**src/rtl/sam_vram_pkg.sv**
```systemverilog
// Shared types for the VRAM arbiter: issue-slot states, return tags and
// the per-access info that rides alongside the memory read latency.
package sam_vram_pkg;
    localparam int VRAM_ADDR_W = 19;
    localparam int MEM_LAT     = 1;

    typedef enum logic [1:0] {
        IDLE = 2'd0,
        V1   = 2'd1,
        V2   = 2'd2
    } slot_state_t;

    typedef enum logic [1:0] {
        TAG_NONE = 2'd0,
        TAG_VID1 = 2'd1,
        TAG_VID2 = 2'd2,
        TAG_CPU  = 2'd3
    } slot_tag_t;

    // Return-path routing for one issued access.
    typedef struct packed {
        slot_tag_t tag;
        logic      lane;  // CPU byte lane, 1 = high byte
        logic      rd;    // CPU access is a read
    } slot_info_t;
endpackage

```
**src/rtl/vram_arbiter.sv**
```systemverilog
// VRAM arbiter: one memory slot per cycle shared between a two-word video
// fetch (always wins) and single-byte CPU accesses that fill idle slots.
module vram_arbiter
    import sam_vram_pkg::*;
#(
    parameter int ADDR_W = VRAM_ADDR_W
) (
    input  logic              clk_sys,
    input  logic              reset,
    input  logic              vid_req,
    input  logic [ADDR_W-1:0] vid_addr1,
    input  logic [ADDR_W-1:0] vid_addr2,
    output logic [15:0]       vid_dout1,
    output logic [15:0]       vid_dout2,
    output logic              vid_valid,
    input  logic              cpu_req,
    input  logic              cpu_we,
    input  logic [ADDR_W-1:0] cpu_addr,
    input  logic [7:0]        cpu_din,
    output logic [7:0]        cpu_dout,
    output logic              cpu_ack,
    output logic              cpu_busy,
    output logic [ADDR_W-2:0] mem_addr,
    output logic [15:0]       mem_din,
    output logic              mem_we,
    output logic [1:0]        mem_be,
    input  logic [15:0]       mem_q
);
    slot_state_t       state, state_nxt;
    logic [ADDR_W-2:0] vid_word2_q;
    logic              cpu_pend, cpu_we_q;
    logic [ADDR_W-1:0] cpu_addr_q;
    logic [7:0]        cpu_din_q;
    logic              vid_take, cpu_cap, cpu_issue;
    logic              eff_we;
    logic [ADDR_W-1:0] eff_addr;
    logic [7:0]        eff_din;
    slot_info_t        bus_info;
    slot_info_t        info_pipe [MEM_LAT];
    slot_info_t        ret_info;
    logic              unused_addr_lsb;

    // Video addresses are word addresses on the bus; the byte bit is dropped.
    assign unused_addr_lsb = vid_addr1[0] ^ vid_addr2[0];

    // A fetch is accepted anywhere except while its first word is issuing.
    assign vid_take  = vid_req && (state != V1);
    assign cpu_cap   = cpu_req && !cpu_busy;
    // CPU takes the next slot only if video does not claim it; a request
    // captured this very edge may issue straight away from the inputs.
    assign cpu_issue = (cpu_cap || cpu_pend) && (state_nxt == IDLE);
    assign eff_we    = cpu_cap ? cpu_we   : cpu_we_q;
    assign eff_addr  = cpu_cap ? cpu_addr : cpu_addr_q;
    assign eff_din   = cpu_cap ? cpu_din  : cpu_din_q;
    assign ret_info  = info_pipe[MEM_LAT-1];

    // Slot state register: state names the access on the bus this cycle.
    always_ff @(posedge clk_sys) begin
        if (reset) state <= IDLE;
        else       state <= state_nxt;
    end

    // Next slot: a fetch occupies V1 then V2; V2 may chain into a new fetch.
    always_comb begin
        state_nxt = state;
        case (state)
            IDLE:    if (vid_take) state_nxt = V1;
            V1:      state_nxt = V2;
            V2:      state_nxt = vid_take ? V1 : IDLE;
            default: state_nxt = IDLE;
        endcase
    end

    // CPU request capture, pending flag and busy flag.
    always_ff @(posedge clk_sys) begin
        if (reset) begin
            cpu_pend   <= 1'b0;
            cpu_busy   <= 1'b0;
            cpu_we_q   <= 1'b0;
            cpu_addr_q <= '0;
            cpu_din_q  <= '0;
        end else begin
            if (cpu_cap) begin
                cpu_we_q   <= cpu_we;
                cpu_addr_q <= cpu_addr;
                cpu_din_q  <= cpu_din;
            end
            cpu_pend <= (cpu_cap || cpu_pend) && !cpu_issue;
            if (cpu_cap)      cpu_busy <= 1'b1;
            else if (cpu_ack) cpu_busy <= 1'b0;
        end
    end

    // Registered memory command for the slot chosen above.
    always_ff @(posedge clk_sys) begin
        if (reset) begin
            mem_addr    <= '0;
            mem_din     <= '0;
            mem_we      <= 1'b0;
            mem_be      <= 2'b00;
            vid_word2_q <= '0;
            bus_info    <= '0;
        end else begin
            mem_we   <= 1'b0;
            mem_be   <= 2'b00;
            bus_info <= '0;
            if (vid_take) vid_word2_q <= vid_addr2[ADDR_W-1:1];
            if (state_nxt == V1) begin
                mem_addr <= vid_addr1[ADDR_W-1:1];
                mem_be   <= 2'b11;
                bus_info <= '{tag: TAG_VID1, lane: 1'b0, rd: 1'b0};
            end else if (state_nxt == V2) begin
                mem_addr <= vid_word2_q;
                mem_be   <= 2'b11;
                bus_info <= '{tag: TAG_VID2, lane: 1'b0, rd: 1'b0};
            end else if (cpu_issue) begin
                mem_addr <= eff_addr[ADDR_W-1:1];
                mem_we   <= eff_we;
                mem_be   <= eff_addr[0] ? 2'b10 : 2'b01;
                mem_din  <= {eff_din, eff_din};
                bus_info <= '{tag: TAG_CPU, lane: eff_addr[0], rd: !eff_we};
            end
        end
    end

    // Delay routing info by the memory latency so it lines up with mem_q.
    always_ff @(posedge clk_sys) begin
        if (reset) begin
            for (int i = 0; i < MEM_LAT; i++) info_pipe[i] <= '0;
        end else begin
            info_pipe[0] <= bus_info;
            for (int i = 1; i < MEM_LAT; i++) info_pipe[i] <= info_pipe[i-1];
        end
    end

    // Route returning read data to its owner and raise completion pulses.
    always_ff @(posedge clk_sys) begin
        if (reset) begin
            vid_dout1 <= '0;
            vid_dout2 <= '0;
            vid_valid <= 1'b0;
            cpu_dout  <= '0;
            cpu_ack   <= 1'b0;
        end else begin
            vid_valid <= 1'b0;
            cpu_ack   <= 1'b0;
            case (ret_info.tag)
                TAG_VID1: vid_dout1 <= mem_q;
                TAG_VID2: begin
                    vid_dout2 <= mem_q;
                    vid_valid <= 1'b1;
                end
                TAG_CPU: begin
                    cpu_ack <= 1'b1;
                    if (ret_info.rd) cpu_dout <= ret_info.lane ? mem_q[15:8] : mem_q[7:0];
                end
                default: ;
            endcase
        end
    end
endmodule

```
**config.mk**
```make
export PLATFORM = sky130hd
export DESIGN_NAME = vram_arbiter
export DESIGN_NICKNAME = d
export VERILOG_FILES = /design/src/rtl/sam_vram_pkg.sv /design/src/rtl/vram_arbiter.sv
export SDC_FILE = /design/constraint.sdc
export NUM_CORES = 1
export LEC_CHECK = 0
export ABC_CLOCK_PERIOD_IN_PS = 1610
export BUFFER_PORTS_ARGS = -buffer_cell sky130_fd_sc_hd__buf_2
export CORE_ASPECT_RATIO = 0.75
export CORE_MARGIN = 4
export CORE_UTILIZATION = 50
export CTS_CLUSTER_SIZE = 24
export DETAILED_ROUTE_END_ITERATION = 10
export HOLD_SLACK_MARGIN = 0.02
export PLACE_DENSITY = 0.79
export SYNTH_ARGS = -nofsm -noshare
export SYNTH_HDL_FRONTEND = slang
export SYNTH_SLANG_ARGS = --single-unit
```
**constraint.sdc**
```tcl
create_clock -name clk_sys -period 1.61 [get_ports clk_sys]
set_input_delay 0.322 -clock clk_sys [delete_from_list [all_inputs] [get_ports clk_sys]]
set_output_delay 0.322 -clock clk_sys [all_outputs]
set_load 0.1 [all_outputs]
```
==> results_dict.tcl <==
set metrics [dict create \
    outcome "finished, final reports clean" \
    area_growth_pct 31.6 \
    drv_cap 0 \
    drtIter0Drc 389 \
    h-tree-depth 4 \
    dieArea_um2 11400 \
    synth_edf_count 0 \
    cts.clk_slew.worst_paths_ns 0.05 \
    synth_cells 557 \
    avgSynthCellArea_um2 8.76 \
    synth_top_area_share_pct 52.9 \
    die_y_um 93.5 \
    whs_ns 0.159 \
    synthTopCellsByArea "dfxtp_1, nand2_1, mux2i_1" \
    worst-path-max-fanout 4 \
    portBuffers 163 \
    drt_wl_total_um 13100 \
    power_density_nw_per_um2 1410 \
    crit_path_end_kind "output port" \
    final_layout_size_suffix_gt1_share_pct 32.7 \
    core_um2 9270 \
    cp.arrival_ns 1.21 \
    critPathMaxStageDelay_ns 0.44 \
    fin_skew_ns 0.0144 \
    worstPathCellList "buf_2" \
    ys_warn_count 0 \
    fmax_mhz 655 \
    worst_r2r_startpoint "state[0]" \
    grt-ovfl-total 0 \
    worst_path_max_delay_cell "buf_2" \
    antenna_left 0 \
    timing.rr.end "mem_addr[13]" \
    critPathBufInv 1 \
    critical_path_class "register to output port" \
    fin_crit_ns 1.53 \
    drv_slew 0 \
    layout.nets 798 \
    cts_tree "built" \
    diodes 0 \
    ys_seq_elements 129 \
    cp-start-kind "register" \
    root_buffer "clkbuf_16" \
    num_vias 4389 \
    wl_per_cell_um 15.4 \
    num_io_pins 166 \
    startpoint "cpu_busy" \
    hold_viol 0 \
    netlist_area_um2 4880 \
    grtUsageTotal_pct 23.2 \
    vias_per_cell 5.16 \
    seq_area_frac_synth_pct 52.9 \
    grt_pass1_vias 4214 \
    drtPass1Iterations 5 \
    leakagePower_nw 2.86 \
    required_ns 1.29 \
    r2r_cells 4 \
    peakVddDrop_v 0.00106 \
    cts.sinks 129 \
    std_cell_rows 30 \
    maxSlewHeadroom_pct 57.9 \
    hpwl_um 9310 \
    finalSetupViolations 0 \
    drc 0 \
    initial_utilization_pct 52.6 \
    synth_ff_type "dfxtp_1" \
    synth_top_area_cell "dfxtp_1" \
    critPathTopFamily "buffers and inverters" \
    utilization_pct 69.3 \
    insertion_delay_ns 0.41 \
    gp_congestion 0.785 \
    min_path_type "primary input to register" \
    ys_types 29 \
    synth_nets 643 \
    fp.dieW_um 122 \
    worst_slew_pin_slew_ns 0.632 \
    cts_buffers 17 \
    async_reset_ff_share_pct 0 \
    crit_end "cpu_busy" \
    grt_pass1_wl_um 20600 \
    rrSetupSlack_ns 0.11 \
    antenna_found_initial 0 \
    cts_buffer_depth 2 \
    worst-path-stages 1 \
    post-route-period-util_pct 94.9 \
    grt_max_degree 49 \
]
==> metrics by stage <==
stage | worst slack (ns) | setup TNS, ns | instances | instance area (um^2) | power (mW)
CTS | 0.00190 | 0 | 847 | 6380 | 9.04
global placement | 0.123 | 0 | 818 | 5810 | 5.33
global route | -0.0100 | -0.0100 | 850 | 6420 | 9.34
detailed placement | 0.00509 | 0 | 818 | 5810 | 5.37
finish | 0.0824 | 0 | 850 | 6420 | 9.03
floorplan | 0.0730 | 0 | 557 | 4890 | 4.98
==> worst min path at each step <==
stage             startpoint              end  slack [ns]  cells after the start
2_1_floorplan    bus_info[0]  info_pipe[0][0]        0.41                      1
3_3_place_gp     bus_info[2]  info_pipe[0][2]        0.42                      1
3_5_place_dp     bus_info[2]  info_pipe[0][2]        0.42                      1
4_1_cts        vid_addr2[17]  vid_word2_q[16]        0.15                      3
5_1_grt        vid_addr2[10]   vid_word2_q[9]        0.14                      3
6_report       vid_addr2[11]  vid_word2_q[10]        0.16                      3
==> cell families (layout without fill, tap and decap cells) <==
| logic type | Yosys count | in the layout | share of synthesized area (%) |
|---|---|---|---|
| muxes | 35 | 35 | 7.18 |
| DFF | 129 | 129 | 52.9 |
| AOI/OAI and AO/OA | 111 | 111 | 15.3 |
| and+or+nand+nor | 231 | 231 | 19.1 |
| buffers and inverters | 51 | 216 | 5.46 |
==> Yosys cell counts, types with 5 or more instances <==
cell,n
clkbuf_1,17
a211oi_1,20
a2111oi_2,9
dfxtp_1,129
buf_1,6
mux2i_1,35
nand2b_1,5
a2111oi_0,5
a21oi_1,54
buf_2,15
nand2_1,119
nor2b_1,6
buf_4,9
o21ai_0,16
nor2_1,89
==> repair_timing <==
item / in CTS / in global routing
setup endpoints to repair: 1 / 27
resized for setup: 1 / 5
hold buffers: 0 / 0
pin swaps: 0 / 0
buffers inserted: 0 / 3
hold endpoints to repair: 0 / 0
==> area by class of cell <==
type                    count  area, um^2
clock inverters             6        80.1
flip-flops and latches    129        2600
well taps                 128         160
fillers                   746        2850
clock buffers              23         489
repair buffers            186        1040
inverters                   1        3.75
multi-input cells         377        2050
==> worst reg2reg max path, stage by stage, from the launching register on <==
cell,delay (ns)
dfxtp_1,0.44
nand2b_4,0.23
buf_4,0.14
o21ai_0,0.16
a2111oi_2,0.41
==> flip-flops by register name, summed over array words and instances (netlist names), 8 cells and up <==
name / count
cpu_addr_q: 19
mem_din: 8
vid_dout2: 16
vid_dout1: 16
cpu_dout: 8
cpu_din_q: 8
mem_addr: 18
vid_word2_q: 18
==> placed cells by master (no fill, tap or decap), drive strengths merged <==
master and n:
a21oi 54, nand4 1, a2bb2oi 1, nand2 119, nor2 89, clkbuf 23, and3 1, nor3 2
inv 1, a2111oi 14, a211o 4, a31oi 1, nor3b 1, dfxtp 129, o21ai 16, buf 186
bufinv 2, nand3 2, clkinv 4, and2 3, o211a 1, a211oi 20, nor2b 7, nand2b 6
mux2i 35
==> metal layers <==
metal / vias to the layer above / GRT usage (%) / share of wire, % / wire, um
met5: - / 0 / 0 / 0
met4: 0 / 7.27 / 0.98 / 128
met3: 11 / 7.68 / 8.4 / 1100
met2: 161 / 37.5 / 48 / 6280
met1: 2045 / 29.5 / 43 / 5600
li1: 2172 / - / - / -
==> power breakdown <==
part	switching [mW]	internal [mW]	total [mW]
clock network	1.28	2.42	3.70
registers	0.0997	3.39	3.49
logic	1.41	0.424	1.84
total	2.79	6.23	9.03
(Power assumes the default switching activity.)
